## src/rtl/clock_display_mux.sv

```systemverilog
// clock_display_mux: snapshots binary HH:MM:SS once per scan frame, converts
// each field to two BCD digits and scans six 7-segment digits with a one-cycle
// blanking gap at every slot change to suppress ghosting.
// Optional build macro: HOUR_LZB_EN blanks the hour tens digit for hours 0..9.
module clock_display_mux #(
    parameter int SCAN_DIV       = 50_000,
    parameter bit SEG_ACTIVE_LOW = 1'b1,
    parameter bit AN_ACTIVE_LOW  = 1'b1
) (
    input  logic       clk,
    input  logic       resetN,
    input  logic [4:0] inHour,
    input  logic [5:0] inMin,
    input  logic [5:0] inSec,
    output logic [6:0] seg,
    output logic       dp,
    output logic [5:0] an,
    output logic       frameStart
);

    localparam int             PW       = $clog2(SCAN_DIV);
    localparam logic [PW-1:0]  PCNT_MAX = PW'(SCAN_DIV - 1);
    localparam logic [6:0]     SEG_OFF  = SEG_ACTIVE_LOW ? 7'h7F : 7'h00;
    localparam logic [5:0]     AN_OFF   = AN_ACTIVE_LOW ? 6'h3F : 6'h00;
    localparam logic [6:0]     SEG_DASH = 7'h40;

    logic [PW-1:0] pcnt;
    logic [2:0]    idx;
    logic          slotEnd;
    logic          frameEnd;
    logic [4:0]    snapHour;
    logic [5:0]    snapMin;
    logic [5:0]    snapSec;
    logic          frameValid;

    logic [5:0]    fieldVal;
    logic [5:0]    fieldMax;
    logic [2:0]    tens;
    logic [3:0]    ones;
    logic [3:0]    digit;
    logic          inRange;
    logic          blankTens;
    logic [6:0]    segNext;
    logic          dpNext;
    logic [5:0]    anNext;

    // Active-high segment pattern {g,f,e,d,c,b,a} for decimal digits.
    function automatic logic [6:0] font(input logic [3:0] d);
        case (d)
            4'd0:    font = 7'h3F;
            4'd1:    font = 7'h06;
            4'd2:    font = 7'h5B;
            4'd3:    font = 7'h4F;
            4'd4:    font = 7'h66;
            4'd5:    font = 7'h6D;
            4'd6:    font = 7'h7D;
            4'd7:    font = 7'h07;
            4'd8:    font = 7'h7F;
            4'd9:    font = 7'h6F;
            default: font = 7'h00;
        endcase
    endfunction

    assign slotEnd  = (pcnt == PCNT_MAX);
    assign frameEnd = slotEnd && (idx == 3'd5);

    // Prescaler and digit-slot index.
    always_ff @(posedge clk or negedge resetN) begin
        if (!resetN) begin
            pcnt <= '0;
            idx  <= 3'd0;
        end else if (slotEnd) begin
            pcnt <= '0;
            idx  <= (idx == 3'd5) ? 3'd0 : idx + 3'd1;
        end else begin
            pcnt <= pcnt + PW'(1);
        end
    end

    // Tear-free capture of the time inputs at each frame boundary.
    always_ff @(posedge clk or negedge resetN) begin
        if (!resetN) begin
            snapHour   <= '0;
            snapMin    <= '0;
            snapSec    <= '0;
            frameValid <= 1'b0;
            frameStart <= 1'b0;
        end else begin
            frameStart <= frameEnd;
            if (frameEnd) begin
                snapHour   <= inHour;
                snapMin    <= inMin;
                snapSec    <= inSec;
                frameValid <= 1'b1;
            end
        end
    end

    // Pick the field for the current slot and split it into BCD digits.
    always_comb begin
        fieldVal = snapSec;
        fieldMax = 6'd59;
        case (idx)
            3'd2, 3'd3: begin
                fieldVal = snapMin;
                fieldMax = 6'd59;
            end
            3'd4, 3'd5: begin
                fieldVal = {1'b0, snapHour};
                fieldMax = 6'd23;
            end
            default: ;
        endcase
        tens    = 3'(fieldVal / 6'd10);
        ones    = 4'(fieldVal % 6'd10);
        inRange = (fieldVal <= fieldMax);
        digit   = idx[0] ? {1'b0, tens} : ones;
    end

    // Segment, decimal-point and digit-enable values in active-high form.
    always_comb begin
        segNext   = 7'h00;
        dpNext    = 1'b0;
        anNext    = 6'h00;
        blankTens = 1'b0;
`ifdef HOUR_LZB_EN
        blankTens = (idx == 3'd5) && inRange && (fieldVal < 6'd10);
`endif
        if (frameValid && !slotEnd && !blankTens) begin
            segNext = inRange ? font(digit) : SEG_DASH;
            dpNext  = (idx == 3'd2) || (idx == 3'd4);
            anNext  = 6'b000001 << idx;
        end
    end

    // Registered pin drivers with board polarity applied.
    always_ff @(posedge clk or negedge resetN) begin
        if (!resetN) begin
            seg <= SEG_OFF;
            dp  <= SEG_ACTIVE_LOW;
            an  <= AN_OFF;
        end else begin
            seg <= segNext ^ {7{SEG_ACTIVE_LOW}};
            dp  <= dpNext ^ SEG_ACTIVE_LOW;
            an  <= anNext ^ {6{AN_ACTIVE_LOW}};
        end
    end

endmodule

```

## config.mk

```make
export PLATFORM = sky130hd
export DESIGN_NAME = clock_display_mux
export DESIGN_NICKNAME = d
export VERILOG_FILES = /design/src/rtl/clock_display_mux.sv
export SDC_FILE = /design/constraint.sdc
export NUM_CORES = 1
export LEC_CHECK = 0
export CAP_MARGIN = 25
export CORE_ASPECT_RATIO = 1.1
export CORE_UTILIZATION = 35
export CTS_CLUSTER_SIZE = 16
export DETAILED_ROUTE_END_ITERATION = 10
export DONT_BUFFER_PORTS = 1
export HOLD_SLACK_MARGIN = 0.12
export PLACE_DENSITY = 0.45
export REMOVE_ABC_BUFFERS = 1
export SETUP_SLACK_MARGIN = 0.4
export SLEW_MARGIN = 20
export SYNTH_ARGS = -nofsm -noshare
export SYNTH_HDL_FRONTEND = slang
export SYNTH_SLANG_ARGS = --single-unit
```

## constraint.sdc

```tcl
create_clock -name clk -period 11.5 [get_ports clk]
set_input_delay 3.45 -clock clk [delete_from_list [all_inputs] [get_ports clk]]
set_output_delay 3.45 -clock clk [all_outputs]
set_load 0.05 [all_outputs]
```

==> out/metrics.csv <==
stage,metric,value,unit
yosys,number of synthesis warnings,0,
floorplanning,Die Y,102.0,microns
global_routing,GRT overflow,0,
critical_path,CP endpoint kind,flop,
cts,CTS tree,yes,
floorplanning,die area,9480,sq um
routing,drt total wl,6634,microns
critical_path,worst-path maximum fanout,17,
critical_path,crit-path cells,and2_1 -> ha_1 -> o21ba_1 -> a32o_1 -> nor2_2 -> nor3_1 -> a21oi_1 -> ha_1 -> o2111ai_1 -> a31oi_1 -> nor2_1 -> o21ai_0 -> nand3b_1 -> a21o_1 -> a22oi_1 -> inv_1 -> ha_1 -> a311o_1,
cts,H-tree depth,2,
sta,final hold viol count,0,
sta,final period utilization,43.12,%
routing,Wirelength per Cell,16.34,microns
cts,Clock Pin Slew Worst Setup and Hold Paths,0.09,ns
place,gpl congestion,0.8742,
power_and_ir_drop,Clock power frac,36.6,%
place,PortBufs,0,
min_path,Hold Path Stages,1,
yosys,post-synth cell types,79,
critical_path,max incr delay on CP,0.73,ns
critical_path,Worst Path Required,11.74,ns
routing,drt pass-1 iters,4,
critical_path,capture point of the worst reg-to-reg path,seg[3]$_DFF_PN1_,
global_routing,first-pass GRT wire length,11180,microns
yosys,Post-Syn Area,3183,sq um
cts,Post-CTS Resized,0,
critical_path,Startpoint Class,flop,
critical_path,Worst R2R Start,idx[0]$_DFFE_PN0N_,
floorplanning,initial core utilization,36.05,%
power_and_ir_drop,Switching Power,0.06302,mW
sta,setup TNS,0,ns
yosys,Avg Inst Size Synth,10.75,sq um
cts,setup bufs post-CTS,0,
yosys,Async SR Flop Fraction,100.0,%
power_and_ir_drop,PwrDens,86.75,nW/um^2
sta,fmax,0.2017,GHz
sta,Slew HR,43.15,%
cts,clock root buffer,clkbuf_8,
yosys,synthesized flop and latch total,52,
job,maxcap violations,0,
global_routing,largest net degree at the start of global routing,53,
floorplanning,std cell rows,36,
global_routing,Total GRT Usage,15.13,%
floorplanning,I/O pins,34,
layout,"Core Util, Final",37.70,%
yosys,sequential area share after synthesis,41.43,%
layout,Finished Cell Area,3328,sq um
sta,Slew @ Worst Pin,0.8528,ns
floorplanning,placeable core area,8828,sq um
power_and_ir_drop,Worst VDD drop,0.05520,mV
routing,post-route ant nets,0,
critical_path,crit path DAT,5.20,ns
layout,Layout area overhead,4.560,%
sta,Layout Skew,0.01249,ns
critical_path,r2r setup slk,6.54,ns
critical_path,WS Path Type,flop to flop,
layout,layout cell share with drive strength beyond 1,25.34,%
min_path,Hold Path Origin,pcnt[0]$_DFF_PN0_,
routing,vias per inst,5.466,
critical_path,crit-path most repeated cell,ha_1,
power_and_ir_drop,Power Internal,0.2257,mW
power_and_ir_drop,sequential share of power,63.4,%
sta,Final Critical Period,4.959,ns
outcome,status,"complete, no violations",
power_and_ir_drop,Combinational Power Share,0,%
cts,CTS Buf Count,5,
routing,# DRC,0,
cts,worst skew pair latency,0.31,ns
min_path,worst min-delay path class,flop to flop,
cts,# clock sinks,52,
place,dpl cell area,3241,sq um
power_and_ir_drop,switch share,21.83,%
global_routing,vias in the first global route,2175,
yosys,"EDFF count, synth",0,
routing,1st-iter DRT viols,98,
critical_path,CP max-delay cell,dfrtp_1,
layout,antenna cells,0,
min_path,worst hold path endpoint,pcnt[0]$_DFF_PN0_,
power_and_ir_drop,Leakage,1.384,nW
routing,routed vias,2219,
cts,CTS Buffer Depth,2,
cts,CTS Hold Buffers Added,0,
yosys,Syn Inst Count,296,
layout,nets,324,
place,dpl hpwl,4820,microns
sta,RSZ-0062 raised after global routing,false,
critical_path,Worst Reg-to-Reg Cells,18,
yosys,Main synth FF type,dfrtp_1,
sta,final setup violation count,0,
sta,Max Slew Vio Count,0,
floorplanning,Die Width,92.93,microns
global_routing,antenna violations before repair,0,
[layout by cell type, fill, tap and decap left out, types with 4 or more instances in the layout]
cell / netlist / layout
xor2_1: 8 / 8
clkbuf_8: 0 / 5
nand3_1: 11 / 11
nand4b_1: 4 / 4
o21ai_0: 9 / 9
a311o_1: 4 / 4
xnor2_1: 7 / 7
ha_1: 14 / 14
dfstp_2: 14 / 14
nand3b_1: 4 / 4
mux2_2: 17 / 17
dfrtp_1: 38 / 38
nor3_1: 6 / 6
and2_1: 4 / 4
inv_1: 8 / 8
a21oi_1: 7 / 7
nand2_1: 21 / 21
and3_1: 7 / 7
nor2_1: 20 / 20
[flip-flops by register name, indices dropped and copies added (netlist names)]
name / cells
an: 6
frameValid: 1
dp: 1
pcnt: 16
idx: 3
frameStart: 1
snapSec: 6
snapMin: 6
seg: 7
snapHour: 5
[worst max-delay path: cells and delay by family, from the launching register on]
| family | cells | cell delay (ns) |
|---|---|---|
| DFF | 1 | 0.73 |
| and+or+nand+nor | 5 | 0.99 |
| AOI/OAI and AO/OA | 9 | 2.08 |
| buffers and inverters | 1 | 0.14 |
| adders and majority gates | 3 | 0.97 |
[how the worst max path moves through the flow]
stage / endpoint / slack [ns] / depth (start not counted) / startpoint
CTS: seg[6]$_DFF_PN1_ / 6.54 / 19 / idx[0]$_DFFE_PN0N_
finish: seg[3]$_DFF_PN1_ / 6.54 / 18 / idx[0]$_DFFE_PN0N_
global placement: seg[6]$_DFF_PN1_ / 6.75 / 19 / idx[0]$_DFFE_PN0N_
global route: seg[6]$_DFF_PN1_ / 6.11 / 19 / idx[0]$_DFFE_PN0N_
floorplan: seg[3]$_DFF_PN1_ / 7.29 / 18 / idx[0]$_DFFE_PN0N_
detailed placement: seg[3]$_DFF_PN1_ / 6.58 / 18 / idx[0]$_DFFE_PN0N_
[cell type report]
class / instances / area, sq um
Sequential cell: 52 / 1319
Clock buffer: 5 / 68.82
Timing Repair Buffer: 1 / 7.507
Tap cell: 114 / 142.6
Inverter: 12 / 53.80
Fill cell: 927 / 5500
Clock inverter: 3 / 18.77
Multi-Input combinational cell: 219 / 1718
[power groups by stage]
stage	logic [mW]	registers (mW)	clock network, mW
2_1_floorplan	0.0000504	0.186	0
3_3_place_gp	0.0000504	0.186	0
3_5_place_dp	0.0000504	0.186	0
4_1_cts	0.0000504	0.183	0.110
5_1_grt	0.0000504	0.183	0.118
6_report	0.0000504	0.183	0.106
[routing by layer]
layer | track usage, % | wire, microns | vias up
met5 | 0 | 0 | -
met4 | 3.787 | 67 | 0
met3 | 2.902 | 228 | 6
met2 | 25.57 | 3182 | 46
met1 | 20.01 | 3156 | 1100
li1 | - | - | 1067
[metrics by stage]
stage                     setup slack (ns)  total power, mW  instances  hold WS (ns)
final                                6.541           0.2887        406        0.4668
after detailed placement             6.580           0.1865        398        0.4544
after floorplan                      7.294           0.1865        283        0.4251
after CTS                            6.545           0.2934        406        0.4678
after global placement               6.755           0.1865        398        0.4463
after global routing                 6.113           0.3013        406        0.5058
[cells in the mapped netlist (3+ instances only)]
library cell  number  area (sq um)
a21oi_1            7         35.03
a311o_1            4         40.04
a31oi_2            3         37.54
and2_1             4         25.02
and3_1             7         43.79
buf_6              5         56.30
clkbuf_1           5         18.77
dfrtp_1           38         950.9
dfstp_2           14         367.9
ha_1              14         175.2
inv_1              8         30.03
mux2_2            17         191.4
nand2_1           21         78.83
nand2b_1           3         18.77
nand3_1           11         55.05
nand3b_1           4         30.03
nand4b_1           4         35.03
nor2_1            20         75.07
nor2b_1            3         18.77
nor3_1             6         30.03
o21ai_0            9         45.04
o21bai_1           3         22.52
o31a_1             3         26.28
xnor2_1            7         61.31
xor2_1             8         70.07
[cells by family after synthesis]
kind of cell | synth area share (%)
simple gates | 21.70
compound gates | 16.63
flops | 41.43
buf+inv | 4.599
mux | 6.014
xor+xnor | 4.127
fa+ha+maj | 5.503
Power figures use the tool's default switching activity.
